===== config.mk =====
export PLATFORM = sky130hd
export DESIGN_NAME = uart_load_ctrl
export DESIGN_NICKNAME = d
export VERILOG_FILES = /design/src/rtl/uart_load_ctrl.sv
export SDC_FILE = /design/constraint.sdc
export NUM_CORES = 1
export LEC_CHECK = 0
export ABC_AREA = 1
export CAP_MARGIN = 15
export CORE_ASPECT_RATIO = 0.6
export CORE_UTILIZATION = 36
export DETAILED_ROUTE_END_ITERATION = 12
export SETUP_SLACK_MARGIN = 0.1
export SLEW_MARGIN = 10
export SYNTH_ARGS = -nofsm -noshare
export SYNTH_HDL_FRONTEND = slang
export SYNTH_SLANG_ARGS = --single-unit

===== constraint.sdc =====
create_clock -name clk -period 4 [get_ports clk]
set_input_delay 0.8 -clock clk [delete_from_list [all_inputs] [get_ports clk]]
set_output_delay 0.8 -clock clk [all_outputs]
set_load 0.05 [all_outputs]

===== src/rtl/uart_load_ctrl.sv =====
// UART monitor-protocol sequencer: parses WRITE/RUN/HALT bytes, issues word writes, drives core reset.
// Optional trailing XOR checksum on WRITE when UART_LOAD_CHECKSUM_EN is defined.
module uart_load_ctrl #(
    parameter int unsigned ADDR_W       = 32,
    parameter logic        CPU_RST_INIT = 1'b1
) (
    input  logic              clk,
    input  logic              rst,
    input  logic              rx_data_valid,
    input  logic [7:0]        rx_data,
    input  logic              rx_block_timeout,
    output logic              mem_wr_valid,
    input  logic              mem_wr_ready,
    output logic [ADDR_W-1:0] mem_addr,
    output logic [31:0]       mem_wdata,
    output logic              cpu_rst,
    output logic              busy,
    output logic              cmd_done,
    output logic [1:0]        err
);

    typedef enum logic [2:0] {
        S_IDLE,
        S_ADDR,
        S_LEN,
        S_DATA,
`ifdef UART_LOAD_CHECKSUM_EN
        S_CSUM,
`endif
        S_WR
    } state_t;

    state_t            state, state_n;
    logic [1:0]        byte_cnt, byte_cnt_n;
    logic [8:0]        word_cnt, word_cnt_n;
    logic [23:0]       addr_sh, addr_sh_n;
    logic [23:0]       word_sh, word_sh_n;
    logic [ADDR_W-1:0] mem_addr_n;
    logic [31:0]       mem_wdata_n;
    logic              mem_wr_valid_n, cpu_rst_n, cmd_done_n;
    logic              abort, abort_n;
    logic [1:0]        err_n;
    logic              rx_byte;
    logic [31:0]       addr_full;

    // A timeout in the same cycle as a byte drops the byte
    assign rx_byte   = rx_data_valid & ~rx_block_timeout;
    assign busy      = (state != S_IDLE);
    assign addr_full = {rx_data, addr_sh};

`ifdef UART_LOAD_CHECKSUM_EN
    logic [7:0] csum;

    always_ff @(posedge clk) begin
        if (rst || state == S_IDLE) begin
            csum <= '0;
        end else if (rx_byte && (state == S_ADDR || state == S_LEN || state == S_DATA)) begin
            csum <= csum ^ rx_data;
        end
    end
`endif

    always_ff @(posedge clk) begin
        if (rst) begin
            state        <= S_IDLE;
            byte_cnt     <= '0;
            word_cnt     <= '0;
            addr_sh      <= '0;
            word_sh      <= '0;
            mem_addr     <= '0;
            mem_wdata    <= '0;
            mem_wr_valid <= 1'b0;
            cpu_rst      <= CPU_RST_INIT;
            cmd_done     <= 1'b0;
            abort        <= 1'b0;
            err          <= '0;
        end else begin
            state        <= state_n;
            byte_cnt     <= byte_cnt_n;
            word_cnt     <= word_cnt_n;
            addr_sh      <= addr_sh_n;
            word_sh      <= word_sh_n;
            mem_addr     <= mem_addr_n;
            mem_wdata    <= mem_wdata_n;
            mem_wr_valid <= mem_wr_valid_n;
            cpu_rst      <= cpu_rst_n;
            cmd_done     <= cmd_done_n;
            abort        <= abort_n;
            err          <= err_n;
        end
    end

    always_comb begin
        state_n        = state;
        byte_cnt_n     = byte_cnt;
        word_cnt_n     = word_cnt;
        addr_sh_n      = addr_sh;
        word_sh_n      = word_sh;
        mem_addr_n     = mem_addr;
        mem_wdata_n    = mem_wdata;
        mem_wr_valid_n = mem_wr_valid;
        cpu_rst_n      = cpu_rst;
        cmd_done_n     = 1'b0;
        abort_n        = abort;
        err_n          = err;

        case (state)
            S_IDLE: begin
                if (rx_byte) begin
                    case (rx_data)
                        8'h01: begin
                            state_n    = S_ADDR;
                            byte_cnt_n = '0;
                            abort_n    = 1'b0;
                            err_n      = '0;
                        end
                        8'h02: begin
                            cpu_rst_n  = 1'b0;
                            cmd_done_n = 1'b1;
                            err_n      = '0;
                        end
                        8'h03: begin
                            cpu_rst_n  = 1'b1;
                            cmd_done_n = 1'b1;
                            err_n      = '0;
                        end
                        default: err_n = 2'd1;
                    endcase
                end
            end
            S_ADDR: begin
                if (rx_block_timeout) begin
                    err_n   = 2'd2;
                    state_n = S_IDLE;
                end else if (rx_byte) begin
                    addr_sh_n  = addr_full[31:8];
                    byte_cnt_n = byte_cnt + 2'd1;
                    if (byte_cnt == 2'd3) begin
                        mem_addr_n = addr_full[ADDR_W-1:0];
                        state_n    = S_LEN;
                    end
                end
            end
            S_LEN: begin
                if (rx_block_timeout) begin
                    err_n   = 2'd2;
                    state_n = S_IDLE;
                end else if (rx_byte) begin
                    word_cnt_n = (rx_data == 8'd0) ? 9'd256 : {1'b0, rx_data};
                    byte_cnt_n = '0;
                    state_n    = S_DATA;
                end
            end
            S_DATA: begin
                if (rx_block_timeout) begin
                    err_n   = 2'd2;
                    state_n = S_IDLE;
                end else if (rx_byte) begin
                    word_sh_n  = {rx_data, word_sh[23:8]};
                    byte_cnt_n = byte_cnt + 2'd1;
                    if (byte_cnt == 2'd3) begin
                        mem_wdata_n    = {rx_data, word_sh};
                        mem_wr_valid_n = 1'b1;
                        state_n        = S_WR;
                    end
                end
            end
            S_WR: begin
                // Errors here are recorded at once; the pending write still completes
                if (rx_block_timeout) begin
                    err_n   = 2'd2;
                    abort_n = 1'b1;
                end else if (rx_data_valid) begin
                    err_n   = 2'd3;
                    abort_n = 1'b1;
                end
                if (mem_wr_ready) begin
                    mem_wr_valid_n = 1'b0;
                    mem_addr_n     = mem_addr + ADDR_W'(4);
                    word_cnt_n     = word_cnt - 9'd1;
                    byte_cnt_n     = '0;
                    if (abort_n) begin
                        abort_n = 1'b0;
                        state_n = S_IDLE;
                    end else if (word_cnt == 9'd1) begin
`ifdef UART_LOAD_CHECKSUM_EN
                        state_n = S_CSUM;
`else
                        state_n    = S_IDLE;
                        cmd_done_n = 1'b1;
`endif
                    end else begin
                        state_n = S_DATA;
                    end
                end
            end
`ifdef UART_LOAD_CHECKSUM_EN
            S_CSUM: begin
                if (rx_block_timeout) begin
                    err_n   = 2'd2;
                    state_n = S_IDLE;
                end else if (rx_byte) begin
                    if (rx_data == csum) cmd_done_n = 1'b1;
                    else                 err_n      = 2'd3;
                    state_n = S_IDLE;
                end
            end
`endif
            default: state_n = S_IDLE;
        endcase
    end

endmodule


==> results.md <==
- Yosys warns: 0
- Post-synthesis sequential area ratio: between 40% and 50%
- Max VDD drop: 335 uV
- Critical path class: register to primary output
- Post-Synth Simple-Gate Area: 28.6%
- Leakage: approximately 0.0029 uW
- Setup repair bufs after CTS: 0
- Xor-xnor portion of the synthesized cell area: 0.835%
- Critical Path RT: 3.20 ns
- Synth area leader: dfxtp_1
- Met2 WL: 7.23 mm
- Iteration-0 DRC count of the detailed router: 563
- Reg2reg setup slack: 1.78 ns
- Reg2reg path depth: 9
- First-pass detailed-route iteration total: 8
- Die Width: 173 um
- CTS resizes: 0
- Max-cap violations: 0
- Fin crit share: 71.0%
- Final Skew: 0.0142 ns
- Synth Register Bits: 132
- Total track usage: 21.3%
- Mux cell area share after synthesis: 0%
- Violated checks: DRC
- Non-Filler Instances: 1234
- Most frequent cells in the layout: nand2_1 (199), nor2_1 (156), dfxtp_1 (132), a21oi_1 (98), clkdlybuf4s50_1 (81)
- Fraction of registers with async set/reset: 0%
- Measured slew at the worst slew-check pin: 0.736 ns
- GR Overflow Total: 0
- Total design power: 2990 uW
- Fraction of layout cells with a size suffix above 1: 8.10%
- Port Buffers: slightly above 80
- Drt wl/cell: 15.3 um
- Overall die height: 104 um
- Hold_sp: word_sh[4]
- Largest family of logic cells by synthesized area: simple AND/OR/NAND/NOR gates
- Crit-path max FO: 5
- Switching share of power: 24.0%
- Commonest non-fill, non-tap cell in the layout: nand2_1
- Fmax: between 300 and 400 MHz
- Max H-tree Level: 4
- Sequential share of power: approximately 44%
- Final setup fails: 0
- Compound-Gate Fraction of Synth Area: 19.6%
- Total CTS buffers: 17
- Hold_buf cts: 0
- Post-synth cell types: 35
- # rows: 37
- Residual DRC: 3
- Placed Instances: 1202
- Switching pwr: 717 uW
- Syn_nets: 937
- CP Launch Point: state[1]
- Fin nets: 1004
- RSZ-0062 raised after global routing: false
- Design Area, Final: about 8000 um^2
- DRT Wirelength: 18.9 mm
- Core area: between 15000 and 20000 um^2
- Filler cell count in the final layout: roughly 1.8k
- I/O pin total: 83
- Hold depth: 2
- Via count: 6147
- Register area: 2640 um^2
- Antenna violations before repair: 0
- Top layer in use: met4
- Internal power: 2270 uW
- Syn Area/Cell: 6.84 um^2
- Top_reg_cell synth: dfxtp_1
- N_diodes: 0
- Clock buffer depth: 2
- ANT nets after route: 0
- CTS Root Cell: clkbuf_16
- Crit end category: primary output
- Layout area overhead: 24.5%
- Clk sinks: 132
- Min-Delay Path Class: register to register
- Post-synth top area share: between 40% and 50%
- Cells after synthesis: 920
- CTS tree: done
- Gate power share: 2.9%
- Outcome: finished, violations left
- Vias in the first global route: 5564
- Final worst slack: 1.16 ns
- Met3 wire length: approximately 1.2 mm
- Crit path DAT: 2.04 ns
- Die Area: 18000 um^2
- Slew HR: 50.9%
- Crit path time final: 2.84 ns
- Initial Utilization: between 30% and 40%
- Startpoint Class: register
- Area of the multi-input gates: about 3100 um^2
- Top post-synthesis cells by area: dfxtp_1 (42%), nand2_1 (12%), nor2_1 (9.3%)
- Endpoints failing hold: 0
- P per Cell Area: 382 nW/um^2
- Post-detail-place hpwl: 13.2 mm
- Largest net degree at the start of global routing: 47
- Setup_tns: 0 ns
- R2r startpoint: state[0]
- Setup WS pre-CTS: 0.757 ns
- Area share of fa/ha/maj cells after synthesis: 0.795%
- Fin. max-slew vios: 0
- Met1 Wirelength: 10.3 mm
- Vias/cell: 4.98
- Clock latency on the worst-skew pair: 0.43 ns
- Placer Congestion: 0.928
- Post-synthesis cell area: 6290 um^2
- Clk pin slew, worst setup/hold paths: approximately 0.060 ns
- First-pass GRT wire length: between 30 and 40 mm
- Clock share of power: 53.1%
- Post-synth EDFFs: 0
- Placed inst area: 7240 um^2
## through the flow
stage / utilization (%) / hold slack [ns]
final: 45.7 / 0.456
after detailed placement: 42.3 / 0.451
after CTS: 45.7 / 0.461
after floorplan: - / 0.429
after global routing: 45.7 / 0.471
after global placement: 42.3 / 0.447
## routing by layer
layer,vias to the layer above,track usage [%]
met5,-,0
met4,0,4.24
met3,14,5.85
met2,150,28.0
met1,2843,33.5
li1,3140,-
## sequential cells by signal, indices dropped and copies added, names as in the netlist, 2 cells and up
| register | flops |
|---|---|
| addr_sh | 24 |
| byte_cnt | 2 |
| err | 2 |
| mem_addr | 32 |
| mem_wdata | 32 |
| state | 3 |
| word_cnt | 9 |
| word_sh | 24 |
## path summary, 6_finish.rpt
kind                   end
max                   busy
min             word_sh[4]
max reg2reg  mem_wdata[24]
min reg2reg     word_sh[4]
## logic make-up after synthesis
group | after synthesis
AND/OR/NAND/NOR | 433
AO/OA/AOI/OAI | 227
flip-flops | 132
buffers and inverters | 118
XOR/XNOR | 6
adder cells (fa/ha/maj) | 4
## Yosys cell counts (all sizes together), types with 2 or more instances
library cell	count
nand2	203
dfxtp	132
xor2	4
o22ai	2
nand4	5
nor2	163
nor3	5
a211oi	12
nand3b	5
o21ai	111
nor2b	2
clkbuf	15
buf	30
or2	3
nand3	46
inv	73
ha	4
a21oi	98
xnor2	2
## worst max-delay path, stage by stage (launching register included)
cell,delay (ns)
dfxtp_1,0.36
nor2_2,0.20
inv_1,0.08
nor2_1,0.15
inv_1,0.12
clkdlybuf4s50_1,0.72
## power by group through the flow
stage                     sequential (uW)  combinational (uW)  clock (uW)
after floorplan                      1350                44.5           0
after global placement               1350                85.2           0
after detailed placement             1350                85.3           0
after CTS                            1320                85.6        1610
after global routing                 1320                94.1        1670
final                                1320                86.3        1590
## layout make-up
type / instances / share of cell area [%]
tap: 234 / 3.74
multi-input combinational: 670 / 40.0
inverter: 73 / 3.50
clock buffer: 17 / 5.43
sequential: 132 / 33.7
timing repair buffer: 93 / 11.5
clock inverter: 15 / 2.12
No activity file was read; power rests on OpenSTA's default activity.
